`config.mk`:
```
export PLATFORM = sky130hd
export DESIGN_NAME = cordic_fsm_ctrl
export DESIGN_NICKNAME = d
export VERILOG_FILES = /design/src/rtl/cordic_fsm_ctrl.sv
export SDC_FILE = /design/constraint.sdc
export NUM_CORES = 1
export LEC_CHECK = 0
export ABC_AREA = 0
export ABC_CLOCK_PERIOD_IN_PS = 1800
export CAP_MARGIN = 20
export CORE_MARGIN = 5
export CORE_UTILIZATION = 33
export CTS_CLUSTER_SIZE = 10
export DETAILED_ROUTE_END_ITERATION = 16
export HOLD_SLACK_MARGIN = 0.03
export PLACE_DENSITY = 0.79
export SLEW_MARGIN = 10
export SYNTH_ARGS = -nofsm -noshare
export SYNTH_HDL_FRONTEND = slang
export SYNTH_SLANG_ARGS = --single-unit
```
`constraint.sdc`:
```
create_clock -name clk -period 1.8 [get_ports clk]
set_clock_uncertainty 0.05 [all_clocks]
set_input_delay 0.36 -clock clk [delete_from_list [all_inputs] [get_ports clk]]
set_output_delay 0.36 -clock clk [all_outputs]
set_load 0.01 [all_outputs]
```
`src/rtl/cordic_fsm_ctrl.sv`:
```
// cordic_fsm_ctrl: control sequencer for the iterative CORDIC sine/cosine datapath.
// Optional build macro: CORDIC_FSM_AUTO_RESTART_EN. When it is defined, READY goes
// straight to LOAD if ACK_FSM_CORDIC and beg_FSM_CORDIC are both high in the same cycle.
// Ports:
//   clk, reset (async, active-low)
//   beg_FSM_CORDIC / ACK_FSM_CORDIC / ready_CORDIC : start and result handshake
//   operation, shift_region_flag                   : output X/Y selection inputs
//   cont_var, *_tick_iter, *_tick_var               : counter status from the datapath
//   ready_add_subt / beg_add_subt / ack_add_subt    : shared adder handshake
//   sel_mux_*, mode, enab_*, load_*                 : datapath selects and enables
// Outputs are a combinational decode of the state. They are forced to 0 while reset is low.
module cordic_fsm_ctrl (
  input  logic       clk,
  input  logic       reset,
  input  logic       beg_FSM_CORDIC,
  input  logic       ACK_FSM_CORDIC,
  input  logic       operation,
  input  logic [1:0] shift_region_flag,
  input  logic [1:0] cont_var,
  input  logic       ready_add_subt,
  input  logic       max_tick_iter,
  input  logic       min_tick_iter,
  input  logic       max_tick_var,
  input  logic       min_tick_var,
  output logic       ready_CORDIC,
  output logic       beg_add_subt,
  output logic       ack_add_subt,
  output logic       sel_mux_1,
  output logic [1:0] sel_mux_2,
  output logic       sel_mux_3,
  output logic       mode,
  output logic       enab_cont_iter,
  output logic       load_cont_iter,
  output logic       enab_cont_var,
  output logic       load_cont_var,
  output logic       enab_RB1,
  output logic       enab_RB2,
  output logic       enab_d_ff_Xn,
  output logic       enab_d_ff_Yn,
  output logic       enab_d_ff_Zn,
  output logic       enab_dff5,
  output logic       enab_d_ff_out,
  output logic       enab_dff_shifted_x,
  output logic       enab_dff_shifted_y,
  output logic       enab_dff_LUT,
  output logic       enab_dff_sign
);

  localparam logic [3:0] S_IDLE  = 4'd0;
  localparam logic [3:0] S_LOAD  = 4'd1;
  localparam logic [3:0] S_MUX   = 4'd2;
  localparam logic [3:0] S_SHIFT = 4'd3;
  localparam logic [3:0] S_ADD   = 4'd4;
  localparam logic [3:0] S_WAIT  = 4'd5;
  localparam logic [3:0] S_ITER  = 4'd6;
  localparam logic [3:0] S_OUT1  = 4'd7;
  localparam logic [3:0] S_OUT2  = 4'd8;
  localparam logic [3:0] S_READY = 4'd9;

  logic [3:0] state;
  logic [3:0] state_nxt;
  logic       swap_xy;

  // The minimum-tick flag is not needed by this sequencer.
  logic unused_min_tick_var;
  assign unused_min_tick_var = min_tick_var;

  // Regions 01 and 10 exchange the roles of X and Y at the output.
  assign swap_xy = shift_region_flag[1] ^ shift_region_flag[0];

  // State register
  always_ff @(posedge clk or negedge reset) begin
    if (!reset) state <= S_IDLE;
    else        state <= state_nxt;
  end

  // Next-state and output decode. All outputs stay 0 while reset is held low.
  always_comb begin
    state_nxt          = state;
    ready_CORDIC       = 1'b0;
    beg_add_subt       = 1'b0;
    ack_add_subt       = 1'b0;
    sel_mux_1          = 1'b0;
    sel_mux_2          = 2'b00;
    sel_mux_3          = 1'b0;
    mode               = 1'b0;
    enab_cont_iter     = 1'b0;
    load_cont_iter     = 1'b0;
    enab_cont_var      = 1'b0;
    load_cont_var      = 1'b0;
    enab_RB1           = 1'b0;
    enab_RB2           = 1'b0;
    enab_d_ff_Xn       = 1'b0;
    enab_d_ff_Yn       = 1'b0;
    enab_d_ff_Zn       = 1'b0;
    enab_dff5          = 1'b0;
    enab_d_ff_out      = 1'b0;
    enab_dff_shifted_x = 1'b0;
    enab_dff_shifted_y = 1'b0;
    enab_dff_LUT       = 1'b0;
    enab_dff_sign      = 1'b0;

    if (reset) begin
      case (state)
        S_IDLE: begin
          load_cont_iter = 1'b1;
          load_cont_var  = 1'b1;
          if (beg_FSM_CORDIC) state_nxt = S_LOAD;
        end
        S_LOAD: begin
          enab_RB1       = 1'b1;
          load_cont_iter = 1'b1;
          load_cont_var  = 1'b1;
          state_nxt      = S_MUX;
        end
        S_MUX: begin
          enab_RB2  = 1'b1;
          sel_mux_1 = ~min_tick_iter;
          state_nxt = S_SHIFT;
        end
        S_SHIFT: begin
          enab_dff_shifted_x = 1'b1;
          enab_dff_shifted_y = 1'b1;
          enab_dff_LUT       = 1'b1;
          enab_dff_sign      = 1'b1;
          sel_mux_1          = ~min_tick_iter;
          state_nxt          = S_ADD;
        end
        S_ADD: begin
          beg_add_subt = 1'b1;
          sel_mux_2    = cont_var;
          state_nxt    = S_WAIT;
        end
        S_WAIT: begin
          sel_mux_2 = cont_var;
          if (ready_add_subt) begin
            // Commit the current variable and acknowledge in the same cycle.
            ack_add_subt  = 1'b1;
            enab_cont_var = 1'b1;
            enab_d_ff_Xn  = (cont_var == 2'b00);
            enab_d_ff_Yn  = (cont_var == 2'b01);
            enab_d_ff_Zn  = (cont_var == 2'b10);
            state_nxt     = max_tick_var ? S_ITER : S_ADD;
          end
        end
        S_ITER: begin
          if (max_tick_iter) begin
            state_nxt = S_OUT1;
          end else begin
            enab_cont_iter = 1'b1;
            load_cont_var  = 1'b1;
            state_nxt      = S_MUX;
          end
        end
        S_OUT1: begin
          enab_dff5 = 1'b1;
          sel_mux_3 = operation ^ swap_xy;
          state_nxt = S_OUT2;
        end
        S_OUT2: begin
          enab_d_ff_out = 1'b1;
          sel_mux_3     = operation ^ swap_xy;
          state_nxt     = S_READY;
        end
        S_READY: begin
          ready_CORDIC = 1'b1;
          if (ACK_FSM_CORDIC) begin
`ifdef CORDIC_FSM_AUTO_RESTART_EN
            state_nxt = beg_FSM_CORDIC ? S_LOAD : S_IDLE;
`else
            state_nxt = S_IDLE;
`endif
          end
        end
        default: state_nxt = S_IDLE;
      endcase
    end
  end

endmodule

```
==> impl_metrics.ini <==
[run_status]
outcome = finished with violations
failed_checks = negative setup slack

[pwr]
peakVddDrop_mv = 0.755
total_switching_power_uw = 530
power_frac_comb_pct = 77.8
internal_cell_power_uw = 719
seq_power_share_pct = 13.0
clkPwrFrac_pct = 9.1
p_sw_share_pct = 42.5
power-per-cell-area_mw_per_mm2 = 1190
total_leakage_power_uw = 0.000503

[synthesis]
yosys_warnings = 0
synth_cell_types = 33
ys.flop_type = dfrtp_1
synth_nets = 82
synth-async-reset-ratio_pct = 100
yosys.cell_count.top_type = nor2_1
syn_inst = 68
top_cells_by_area_synth = dfrtp_1, buf_4, nor3b_1, nor2_1, nand2b_1
share_of_the_yosys_chip_area_belonging_to_registers_pct = 19.4
mean_post_synth_cell_area_um2 = 7.58
synth_common_cells = nor2_1, buf_4
cell_area_synth_um2 = 515
synth_top_cell_area_share_pct = 19.4
synth_seq_cells = 4
synth-edff-count = 0
yosys_top_cell_by_area = dfrtp_1

[cells_and_area]
fin_area_mm2 = 0.00105
register_with_the_most_flip_flops = state
largest_registers_ranked_by_flip_flop_count = state (4)
nFillCells = 100
final_net_count = 131
n_antenna_cell = 0
area_of_the_multi_input_gates_um2 = 460
synthToLayoutAreaGrowth_pct = 104
seqCellArea_um2 = 100
largest_register_ff_count = 4
share_of_post_route_cells_with_drive_strength_above_1_pct = 60.9

[route]
wl_per_cell_um = 14.4
firstDrtPassIters = 4
detailroute.via_count = 686
routed_via_density = 5.24
postRouteWirelength_um = 1890
drcViolationCount = 0
drtAntennaViolNets = 0
initial_drt_markers = 10

[global_routing]
antenna_found_initial = 0
grt_util_met3_pct = 4.82
overall_routing_resource_usage_pct = 15.4
number_of_global_route_vias_before_repair = 673
pin_count_of_the_biggest_net_entering_global_routing = 14
use_met1_pct = 17.5
gr-max-usage-layer = met2
grt-ovfl-total = 0
gr-usage-met2_pct = 26.1
grt_pass1_wl_um = 3040

[critical_path]
worst_path_dominant_cell_family = simple AND/OR/NAND/NOR gates
nature_of_the_critical_path_startpoint = flop
startpoint = state[3]
critical_path_arrival_ns = 1.57
worst_path_maximum_fanout = 5
critical_path.endpoint = load_cont_var
timing.critical_path.slowest_cell_delay_ns = 0.39
r2r_cells = 6
timing.setup.critical_path_class = flop to output port
worstSetupPathDepth = 6
r2r_slack_ns = -0.02
rr_endpoint = state[0]
critPathRequiredTime_ns = 1.39
cells_traversed_along_the_worst_timing_path = buf_4 > nand2b_4 > or2_4 > nor2_4 > or2_1 > buf_2
critical-path-slowest-cell = dfrtp_1
crit_buf_inv = 2
critical_path.reg2reg.startpoint = state[0]
end_kind = output port

[timing]
setup_viol_count_final = 16
timing.final.crit_share_pct = 110
setup_ws_ns = -0.178
period_minus_slack_ns = 1.98
hold-worst-slack_ns = 0.171
slew_viol_final = 0
report.final.hold_viol_count = 0
fin_tns_setup_ns = -1.66
unrepaired_setup_endpoints_after_global_routing = yes
timing.fmax_mhz = 506

[placement]
gp_congestion = 0.773
portBuffers = 34
hpwlAfterDp_um = 1300
dpl_cell_area_um2 = 937

[die]
rows = 14
die_h_um = 49.5
core-area_mm2 = 0.00149
die_width_um = 49.5
top_level_ports = 37
design.die.area_mm2 = 0.00245
initial_utilization_pct = 34.6

[hold_path]
worst_hold_path_type = input pin to async pin

[clock_network]
insertion_delay_of_the_later_clocked_pin_in_the_worst_skew_pair_ns = 0.24
cts-root-buf = clkbuf_4
path_clk_slew_ns = 0.04
cts_num_sinks = 4
ctsLongestPathBuffers = 2
tritoncts.num_buffers = 3
hold_buffers = 0
cts_tree = done
htree_levels = 1

[run]
drv.max_cap_violation_count = 0
[worst reg2reg max path, delay by kind of cell, from the launching register on]
family	cells	cell delay (ns)
mux	1	0.29
buf+inv	2	0.27
simple gates	2	0.49
compound gates	1	0.18
flops	1	0.42
[stage by stage]
stage                     setup WS, ns  total power [µW]  std cells  util [%]
after floorplan                -0.0247               565         68         -
after global placement          -0.721               896        123      62.9
after detailed placement        -0.735               909        123      62.9
after CTS                       -0.200              1160        130      67.2
after global routing            -0.248              1330        131      70.5
final                           -0.178              1250        131      70.5
[worst min-delay path by stage]
| stage | end | slack (ns) | startpoint | cells past startpoint |
|---|---|---|---|---|
| floorplan | state[0] | 0.01 | reset | 0 |
| global placement | state[1] | 0.60 | state[1] | 3 |
| detailed placement | state[2] | 0.60 | state[3] | 2 |
| CTS | state[0] | 0.16 | reset | 2 |
| global route | state[1] | 0.20 | reset | 2 |
| finish | state[0] | 0.17 | reset | 2 |
[power groups by stage]
stage	Combinational [µW]	Clock [µW]	Sequential, µW
after floorplan	414	0	152
after global placement	741	0	154
after detailed placement	754	0	155
after CTS	885	116	155
after global routing	1040	122	168
final	972	114	163
[cell type report]
class / count / area share [%]
sequential: 4 / 9.54
timing repair buffer: 53 / 41.5
inverter: 3 / 1.07
clock buffer: 3 / 2.15
multi-input combinational: 52 / 43.9
tap: 16 / 1.91
[timing repair]
item | in CTS | in global routing
resized for setup | 99 | 16
pin swaps | 13 | 5
buffers inserted | 4 | 1
endpoints found under the setup margin | 23 | 23
[layout by cell type (no fill, tap or decap), drive strengths merged]
cell type       n
or4             1
or3b            2
xnor2           2
inv             3
dfrtp           4
a22o            1
a221oi          1
nor3b           4
buf            36
nor4b           1
dlygate4sd2     1
nand2           3
or3             1
a21oi           2
nor2b           2
nand3b          1
nor3            4
nor2            8
o21ai           4
clkdlybuf4s50  10
conb            1
dlymetal6s2s    1
a21o            1
nand2b          4
and3            1
clkbuf          6
mux2            1
clkdlybuf4s15   2
a31o            1
o41ai           2
or2             2
and2            2
[routing by layer]
layer / wire [µm] / vias to the layer above
met5: 0 / -
met4: 23 / 0
met3: 151 / 4
met2: 932 / 27
met1: 780 / 332
li1: - / 323
[cell families (layout without fill, tap and decap cells)]
kind of cell    Yosys count  in the layout  share of synthesized area, %
other cells               1              1                         0.727
mux                       1              1                          2.91
compound gates           12             12                          18.7
simple gates             36             36                          41.8
flops                     4              4                          19.4
buf+inv                  12             59                          13.1
xor+xnor                  2              2                          3.40
Power figures use the tool's default switching activity.
